`config.mk`:
```
export PLATFORM = sky130hd
export DESIGN_NAME = irq_ctrl
export DESIGN_NICKNAME = d
export VERILOG_FILES = /design/src/rtl/irq_ctrl.sv
export SDC_FILE = /design/constraint.sdc
export NUM_CORES = 1
export LEC_CHECK = 0
export ABC_AREA = 0
export BUFFER_PORTS_ARGS = -buffer_cell sky130_fd_sc_hd__buf_2
export CELL_PAD_IN_SITES_DETAIL_PLACEMENT = 0
export CELL_PAD_IN_SITES_GLOBAL_PLACEMENT = 1
export CORE_MARGIN = 4
export CORE_UTILIZATION = 29
export DETAILED_ROUTE_END_ITERATION = 16
export GPL_ROUTABILITY_DRIVEN = 0
export PLACE_DENSITY = 0.68
export SLEW_MARGIN = 20
export SYNTH_ARGS = -nofsm -noshare
export SYNTH_HDL_FRONTEND = slang
export SYNTH_SLANG_ARGS = --single-unit
```
`constraint.sdc`:
```
create_clock -name clk_i -period 4.7 [get_ports clk_i]
set_clock_uncertainty 0.15 [all_clocks]
set_input_delay 1.175 -clock clk_i [delete_from_list [all_inputs] [get_ports clk_i]]
set_output_delay 1.175 -clock clk_i [all_outputs]
set_load 0.1 [all_outputs]
```
`src/rtl/irq_ctrl.sv`:
```
// irq_ctrl: edge/level interrupt controller with claim/complete over a native one-access-at-a-time bus
module irq_ctrl #(
  parameter int NUM_IRQ = 32,
  parameter int ADDR_W  = 5
) (
  input  logic               clk_i,
  input  logic               rst_i,
  input  logic [NUM_IRQ-1:0] irq_i,
  input  logic               nmi_valid_i,
  input  logic [31:0]        nmi_addr_i,
  input  logic [31:0]        nmi_wdata_i,
  input  logic [3:0]         nmi_wstrb_i,
  output logic               nmi_ready_o,
  output logic [31:0]        nmi_rdata_o,
  output logic               irq_o
);
  typedef enum logic {IDLE, ACK} state_t;
  localparam logic [ADDR_W-3:0] OFF_PEND  = (ADDR_W-2)'(0);
  localparam logic [ADDR_W-3:0] OFF_EN    = (ADDR_W-2)'(1);
  localparam logic [ADDR_W-3:0] OFF_TRIG  = (ADDR_W-2)'(2);
  localparam logic [ADDR_W-3:0] OFF_CLAIM = (ADDR_W-2)'(3);
  localparam logic [ADDR_W-3:0] OFF_SRV   = (ADDR_W-2)'(4);
  state_t state_q, state_d;
  logic [NUM_IRQ-1:0] sync1_q, sync2_q, sync3_q;
  logic [NUM_IRQ-1:0] pend_q, pend_d, enable_q, enable_d, trig_q, trig_d, insrv_q, insrv_d;
  logic [NUM_IRQ-1:0] elig, rise, clr, set_srv, clr_srv, bm, wd;
  logic [31:0] rdata_q, rdata_d, bmask;
  logic irq_q, irq_d, accept, wr, rd_en;
  logic [ADDR_W-3:0] off;
  logic [5:0] claim_id;
  always_comb begin
    accept   = state_q == IDLE && nmi_valid_i;
    wr       = accept && |nmi_wstrb_i;
    rd_en    = accept && ~|nmi_wstrb_i;
    off      = nmi_addr_i[ADDR_W-1:2];
    bmask    = {{8{nmi_wstrb_i[3]}}, {8{nmi_wstrb_i[2]}}, {8{nmi_wstrb_i[1]}}, {8{nmi_wstrb_i[0]}}};
    bm       = bmask[NUM_IRQ-1:0];
    wd       = nmi_wdata_i[NUM_IRQ-1:0] & bm;
    elig     = pend_q & enable_q & ~insrv_q;
    rise     = sync2_q & ~sync3_q;
    claim_id = '0;
    for (int i = NUM_IRQ - 1; i >= 0; i--)
      if (elig[i]) claim_id = 6'(i + 1);
    for (int i = 0; i < NUM_IRQ; i++) begin
      set_srv[i] = rd_en && off == OFF_CLAIM && claim_id == 6'(i + 1);
      clr_srv[i] = wr && off == OFF_CLAIM && nmi_wstrb_i[0] && nmi_wdata_i[5:0] == 6'(i + 1) && insrv_q[i];
    end
    enable_d = (wr && off == OFF_EN) ? (enable_q & ~bm) | wd : enable_q;
    trig_d   = (wr && off == OFF_TRIG) ? (trig_q & ~bm) | wd : trig_q;
    insrv_d  = (insrv_q | set_srv) & ~clr_srv;
    clr      = ((wr && off == OFF_PEND) ? wd : '0) | set_srv;
    // a line just switched to edge mode starts clean; a fresh rising edge beats any clear
    for (int i = 0; i < NUM_IRQ; i++)
      pend_d[i] = !trig_d[i] ? sync2_q[i] : !trig_q[i] ? 1'b0 : rise[i] | (pend_q[i] & ~clr[i]);
    irq_d    = |(pend_d & enable_d & ~insrv_d);
    rdata_d  = !rd_en              ? '0 :
               off == OFF_PEND     ? 32'(pend_q) :
               off == OFF_EN       ? 32'(enable_q) :
               off == OFF_TRIG     ? 32'(trig_q) :
               off == OFF_CLAIM    ? 32'(claim_id) :
               off == OFF_SRV      ? 32'(insrv_q) : '0;
    state_d  = accept ? ACK : IDLE;
  end
  always_ff @(posedge clk_i) begin
    if (rst_i) begin
      state_q  <= IDLE;
      sync1_q  <= '0;
      sync2_q  <= '0;
      sync3_q  <= '0;
      pend_q   <= '0;
      enable_q <= '0;
      trig_q   <= '0;
      insrv_q  <= '0;
      rdata_q  <= '0;
      irq_q    <= 1'b0;
    end else begin
      state_q  <= state_d;
      sync1_q  <= irq_i;
      sync2_q  <= sync1_q;
      sync3_q  <= sync2_q;
      pend_q   <= pend_d;
      enable_q <= enable_d;
      trig_q   <= trig_d;
      insrv_q  <= insrv_d;
      rdata_q  <= rdata_d;
      irq_q    <= irq_d;
    end
  end
  // reset raised during the ACK cycle suppresses the pending ready pulse
  assign nmi_ready_o = state_q == ACK && !rst_i;
  assign nmi_rdata_o = rdata_q;
  assign irq_o       = irq_q;
endmodule

```
==> metrics, run 1 <==
Clk Latency, worst-skew pair 580 ps; clock tree sinks 258; Worst Path Max Fanout 10; Hold Crit Class reg2reg; htree depth 1; share of cells above drive strength 1 14.38%; CTS tree built; post-synthesis instance total between 1000 and 1500; Mapped Avg Cell Area 8.163 sq um; final setup vio count 0; fin. max-slew vios 0; placed instance area 0.01312 sq mm; DRC violations left 0; Worst EP required 4960 ps; top cells by count, synth 258 x dfxtp_1, 183 x nor2_1, 167 x nand2_1, 151 x a21oi_1, 117 x nor2b_1; drt pass-1 iters 5; worst-path cell chain and3b_1 > nor2_1 > a211oi_1 > o22ai_1 > nor3_2 > and2_1 > nand2_1 > a22o_1 > nor4_2 > a41oi_1; port bufs 107; static leakage around 5.4 nW; MaxCap Viol Count 0; Final Worst Setup Slack 869.8 ps; DIE AREA 0.04417 sq mm; slew margin rel. 33.43%; cell taking the most area after synthesis dfxtp_1; Hold-fix buffers, CTS 0; Die Ht 210.2 microns; DRT iter0 DRCs ~940; Synth Register Bits 258; largest net degree at the start of global routing 92; kind of critical path reg2reg; Cell Area, Synth 0.01185 sq mm; setup TNS 0 ps; CTS clk-pin slew, worst paths 60 ps; WL per Instance slightly below 20 microns; Worst EP arrival 4090 ps; FP Rows 73; postcts setup bufs 0; Buf+Inv Stages, Crit Path 0; Area Growth Syn to Fin 19.73%; Synth Warn # 0; most common cell in the netlist dfxtp_1; Tightest Pin Transition 998.5 ps; Nets roughly 1700; GRT overflow 0; Netlist cell types 70; critical path's top delay family simple AND/OR/NAND/NOR gates; Post-synth EDFFs 0; Initial Util 29.56%; RSZ-0062 raised after global routing false; Tcrit/Tclk final between 80% and 90%; Clock Tree Buf Depth 3; synthesized net count 1555; fin crit period 3830 ps; num ports ~140; Core ar. 0.04010 sq mm; crit path launch type register; initial antenna violation count 2; fillcell total 4208; ys async rst share 0%; CTS resizes 0; antenna viol nets, final 0; Root Buffer Master clkbuf_16; Num CTS Buffers 30; Total GRT Usage 18.12%; width of the die approximately 210 microns; Main synth FF type dfxtp_1; Post-DP HPWL 30.34 mm; pwr dens 354.7 mW/mm^2; VDD IR max 239.6 uV; vias in the first global route just over 10000; Final Hold Viols 0; Placement Setup Slack just over 400 ps; via/cell ratio 5.230; status finished clean; Seq/Total Area, Yosys 43.58%; Fmax achieved around 0.26 GHz; design area 0.01419 sq mm; CP endpoint kind register; wire length of the first global-routing pass 63.05 mm; leading post-synthesis cells by cell area dfxtp_1 44%, a21oi_1 6.4%, nor2b_1 6.2%, nor2_1 5.8%, nand2_1 5.3%; DRT Wirelength ~41 mm; Yosys top cell area share 43.58%; routed via count around 11000; CP peak stage delay 710 ps; slowest CP cell nor3_2
stage by stage:
| stage | instances | utilization [%] | total power [mW] | hold slack (ps) |
|---|---|---|---|---|
| floorplan | 1452 | - | 2.466 | 263.8 |
| global placement | 2056 | 32.72 | 2.596 | 269.1 |
| detailed placement | 2056 | 32.72 | 2.599 | 275.5 |
| CTS | 2111 | 35.38 | 5.109 | 289.1 |
| global route | 2111 | 35.38 | 5.226 | 305.7 |
| finish | 2113 | 35.39 | 5.033 | 281.6 |
per-layer routing:
metal | GRT usage, % | share of wire [%] | up-vias | wire, microns
met1 | 26.04 | 46 | 5223 | 19110
met2 | 28.01 | 44 | 390 | 18090
met3 | 2.694 | 6.7 | 78 | 2750
met5 | 0 | 0.031 | - | 13
met4 | 5.918 | 3.2 | 2 | 1334
li1 | - | - | 5357 | -
layout by cell type (no fill, tap or decap), drive strengths merged, types with 14 or more instances in the layout:
cell type    n
a211oi      30
a21oi      151
and3b       14
buf        153
clkbuf      45
dfxtp      258
mux2i       54
nand2      168
nand2b      21
nand3       32
nand3b      30
nor2       183
nor2b      117
nor3        24
o21ai      104
o22a        26
registers in the layout, summed over array words and instances, names as in the netlist:
signal	count
enable_q	32
trig_q	32
irq_o	1
nmi_rdata_o	32
sync3_q	32
pend_q	32
state_q	1
sync2_q	32
sync1_q	32
insrv_q	32
path summary, 6_finish.rpt:
kind	start	end	slack, ps	cells after the start
max reg2reg	insrv_q[13]	irq_o	870	10
min reg2reg	sync1_q[24]	sync2_q[24]	280	1
min	sync1_q[24]	sync2_q[24]	280	1
max	insrv_q[13]	irq_o	870	10
cell families (layout without fill, tap and decap cells):
logic type | count (synthesis) | after routing | synth area share (%)
muxes | 59 | 59 | 5.225
DFF | 258 | 258 | 43.58
and+or+nand+nor | 654 | 654 | 27.93
other | 0 | 2 | 0
buffers and inverters | 82 | 216 | 2.660
xor gates and xnor gates | 1 | 1 | 0.07391
AOI/OAI and AO/OA | 398 | 398 | 20.53
layout make-up:
type	instances	area, sq um	share of cell area (%)
clock inverter	11	172.7	1.217
inverter	7	26.28	0.1852
clock buffer	44	893.4	6.295
antenna	2	5.005	0.03527
tap	525	656.9	4.629
sequential	258	5165	36.40
multi-input combinational	1112	6375	44.92
timing repair buffer	154	897.1	6.322
where the power goes:
part           internal, mW  switching [mW]  total [mW]
combinational        0.0990           0.191       0.290
sequential             2.24          0.0284        2.26
clock                  1.53           0.949        2.48
total                  3.87            1.17        5.03
(Power assumes the default switching activity.)
==> run 2: changes to the inputs <==
--- a/config.mk
+++ b/config.mk
@@ -5,7 +5,7 @@
 export SDC_FILE = /design/constraint.sdc
 export NUM_CORES = 1
 export LEC_CHECK = 0
-export ABC_AREA = 0
+export ABC_AREA = 1
 export BUFFER_PORTS_ARGS = -buffer_cell sky130_fd_sc_hd__buf_2
 export CELL_PAD_IN_SITES_DETAIL_PLACEMENT = 0
 export CELL_PAD_IN_SITES_GLOBAL_PLACEMENT = 1
@@ -13,7 +13,7 @@
 export CORE_UTILIZATION = 29
 export DETAILED_ROUTE_END_ITERATION = 16
 export GPL_ROUTABILITY_DRIVEN = 0
-export PLACE_DENSITY = 0.68
+export PLACE_DENSITY = 0.72
 export SLEW_MARGIN = 20
 export SYNTH_ARGS = -nofsm -noshare
 export SYNTH_HDL_FRONTEND = slang
==> constraint.sdc (replaced) <==
create_clock -name clk_i -period 3.4 [get_ports clk_i]
set_clock_uncertainty 0.15 [all_clocks]
set_input_delay 0.85 -clock clk_i [delete_from_list [all_inputs] [get_ports clk_i]]
set_output_delay 0.85 -clock clk_i [all_outputs]
set_load 0.1 [all_outputs]
==> run 2 against run 1 <==
The flow now finishes with violations (negative setup slack). Via count increased by 8.2%. Critical path depth grew 32. Clock power grew 39%. Register-to-register slack worse by 1300 ps. Largest power group unchanged. Critical endpoint unchanged. Sequential share of layout area fell by 3.1 points.
==> metrics, run 2 <==
status complete, but fails checks; failing checks negative setup slack; RSZ-0062 raised after global routing true; Final Worst Setup Slack -405.2 ps (-1275 ps); WL per Instance 15.81 microns (-19%); most common cell in the netlist nand2_1; Nets 2108 (+27%); Psw 1.665 mW (+43%); DIE AREA 0.04384 sq mm (-0.74%); Hold Crit Class reg2reg; DRC violations left 0 (unchanged); cell taking the most area after synthesis dfxtp_1; antenna viol nets, final 0 (unchanged); commonest cells after routing, fill and taps aside 370 x nand2_1, 320 x nor2_1, 262 x inv_1; static leakage 7.471 nW (+38%); Final Hold Viols 0 (unchanged); final setup vio count 2 (+2); Worst Path Max Fanout 7 (-3); slowest CP cell dfxtp_2; Area Growth Syn to Fin 31.88%; Total GRT Usage 17.65% (-0.47 points); CTS tree built; kind of critical path reg2reg; synthesized net count 1866 (+20%); num ports 137 (unchanged); Core ar. 0.03991 sq mm (-0.46%); leading post-synthesis cells by cell area dfxtp_1 44%, nand2_1 12%, nor2_1 11%, inv_1 8.6%, a21oi_1 5.0%; Synth Register Bits 258 (unchanged); DRT iter0 DRCs 936 (-0.11%); Seq/Total Area, Yosys 43.91% (+0.34 points); flop-to-flop setup slack -410 ps (-1270 ps); DRT Wirelength 40.37 mm (-2.3%); Root Buffer Master clkbuf_16; Non-Filler Instances 2554 (+21%); Netlist cell types 40 (-43%); Seq. cell area 0.005171 sq mm (+0.12%); initial antenna violation count 0 (-2); width of the die 209.4 microns (-0.37%); fillcell total 4266 (+1.4%); clock tree sinks 258 (unchanged); reg2reg path depth 42 (+32); design area 0.01551 sq mm (+9.3%); share of cells above drive strength 1 22.33% (+8.0 points); placed instance area 0.01394 sq mm (+6.3%); Initial Util 29.47% (-0.094 points); sequential power share 44.4% (-0.6 points); CP peak stage delay 350 ps (-360 ps); hold path cells 2 (+1); post-synthesis instance total 1763 (+21%); slew margin rel. 39.92% (+6.5 points); Fmax achieved 0.2628 GHz (+0.66%); wire length of the first global-routing pass 62.22 mm (-1.3%); crit path launch type register; largest net degree at the start of global routing 127 (+38%); ys async rst share 0% (unchanged); port bufs 107 (unchanged); fin. max-slew vios 0 (unchanged); MaxCap Viol Count 0 (unchanged); area taken by multi-input logic gates 0.005722 sq mm (-10%); Post-synth EDFFs 0 (unchanged); Min Hold Slack 248.7 ps (-32.86 ps); CTS clk-pin slew, worst paths 60 ps (about the same); Layout Utilization 38.86% (+3.5 points); internal power 5.377 mW (+39%); CP endpoint kind register; Post-DP HPWL 30.16 mm (-0.61%); Cell Area, Synth 0.01176 sq mm (-0.77%); Tightest Pin Transition 901.2 ps (-97.38 ps); Ant. Diodes 0 (-2); fin crit period 3805 ps (-25.01 ps); most frequent CP cell nand2_1; htree depth 1 (unchanged); Die Ht 209.4 microns (-0.37%); Mapped Avg Cell Area 6.671 sq um (-18%); Yosys top cell area share 43.91% (+0.34 points); drt pass-1 iters 5 (unchanged); GRT overflow 0 (unchanged); Clk Latency, worst-skew pair 570 ps (about the same); Worst EP arrival 4070 ps (-20 ps); FP Rows 73 (unchanged); Clock Power Share 49.0% (-0.3 points); Synth Warn # 0 (unchanged); most common cell after layout, fill and taps aside nand2_1; Worst EP required 3660 ps (-1300 ps); VDD IR max 415.3 uV (+73%); routed via count 11960 (+8.2%); Tcrit/Tclk final 111.9% (+30 points); Net Sw Frac 23.65% (+0.45 points); Placed Cells incl. Taps 2491 (+21%); Hold-fix buffers, CTS 0 (unchanged); via/cell ratio 4.681 (-10%); combinational share of power 6.6% (+0.8 points); vias in the first global route 11420 (+11%); top cells by count, synth 391 x nand2_1, 337 x nor2_1, 269 x inv_1, 258 x dfxtp_1, 118 x a21oi_1; pwr dens 454.0 mW/mm^2 (+28%); Clock Tree Buf Depth 3 (unchanged); Num CTS Buffers 30 (unchanged); Main synth FF type dfxtp_1
run 2: layout make-up:
type / count / area share [%]
clock inverter: 19 / 1.484
timing repair buffer: 271 / 12.03
multi-input combinational: 1171 / 36.89
tap: 525 / 4.235
clock buffer: 37 / 5.405
inverter: 273 / 6.623
sequential: 258 / 33.34
run 2: cells by family (layout without fill, tap and decap cells):
group,Yosys count,after routing,synth area share (%)
AOI/OAI and AO/OA,282,282,13.74
buffers and inverters,335,600,10.80
DFF,258,258,43.91
muxes,3,3,0.2553
and+or+nand+nor,885,886,31.29
run 2: timing repair:
action	4_1_cts	5_1_grt
pin swaps	11	39
cloned	1	0
setup buffers	7	6
resized for setup	18	107
endpoints found under the setup margin	2	58
run 2: worst max-delay path: cells and delay by family, from the launching register on:
family | cells | cell delay (ps)
and+or+nand+nor | 39 | 2640
buffers and inverters | 1 | 220
DFF | 1 | 350
AOI/OAI and AO/OA | 2 | 250
run 2: path summary, 6_finish.rpt:
kind,startpoint,endpoint
min,sync1_q[10],sync2_q[10]
min reg2reg,sync1_q[10],sync2_q[10]
max reg2reg,pend_q[29],irq_o
max,pend_q[29],irq_o
run 2: power groups by stage:
stage	clock network, mW	logic [mW]	registers [mW]
2_1_floorplan	0	0.248	3.19
4_1_cts	3.56	0.450	3.13
5_1_grt	3.68	0.513	3.13
6_report	3.45	0.463	3.13
3_3_place_gp	0	0.440	3.19
3_5_place_dp	0	0.444	3.19
run 2: per-stage QoR:
stage          TNS [ps]  total power, mW  setup slack (ps)
2_1_floorplan         0            3.441             327.2
3_3_place_gp     -591.1            3.633            -502.8
3_5_place_dp     -487.8            3.638            -452.1
4_1_cts          -718.5            7.134            -377.9
5_1_grt           -7129            7.325            -769.2
6_report         -443.4            7.042            -405.2
run 2: routing by layer:
metal	share of wire, %	vias to the layer above	track usage [%]
li1	-	6039	-
met1	45	5443	24.08
met2	44	388	28.23
met3	6.7	86	3.528
met4	3.7	0	5.536
met5	0	-	0
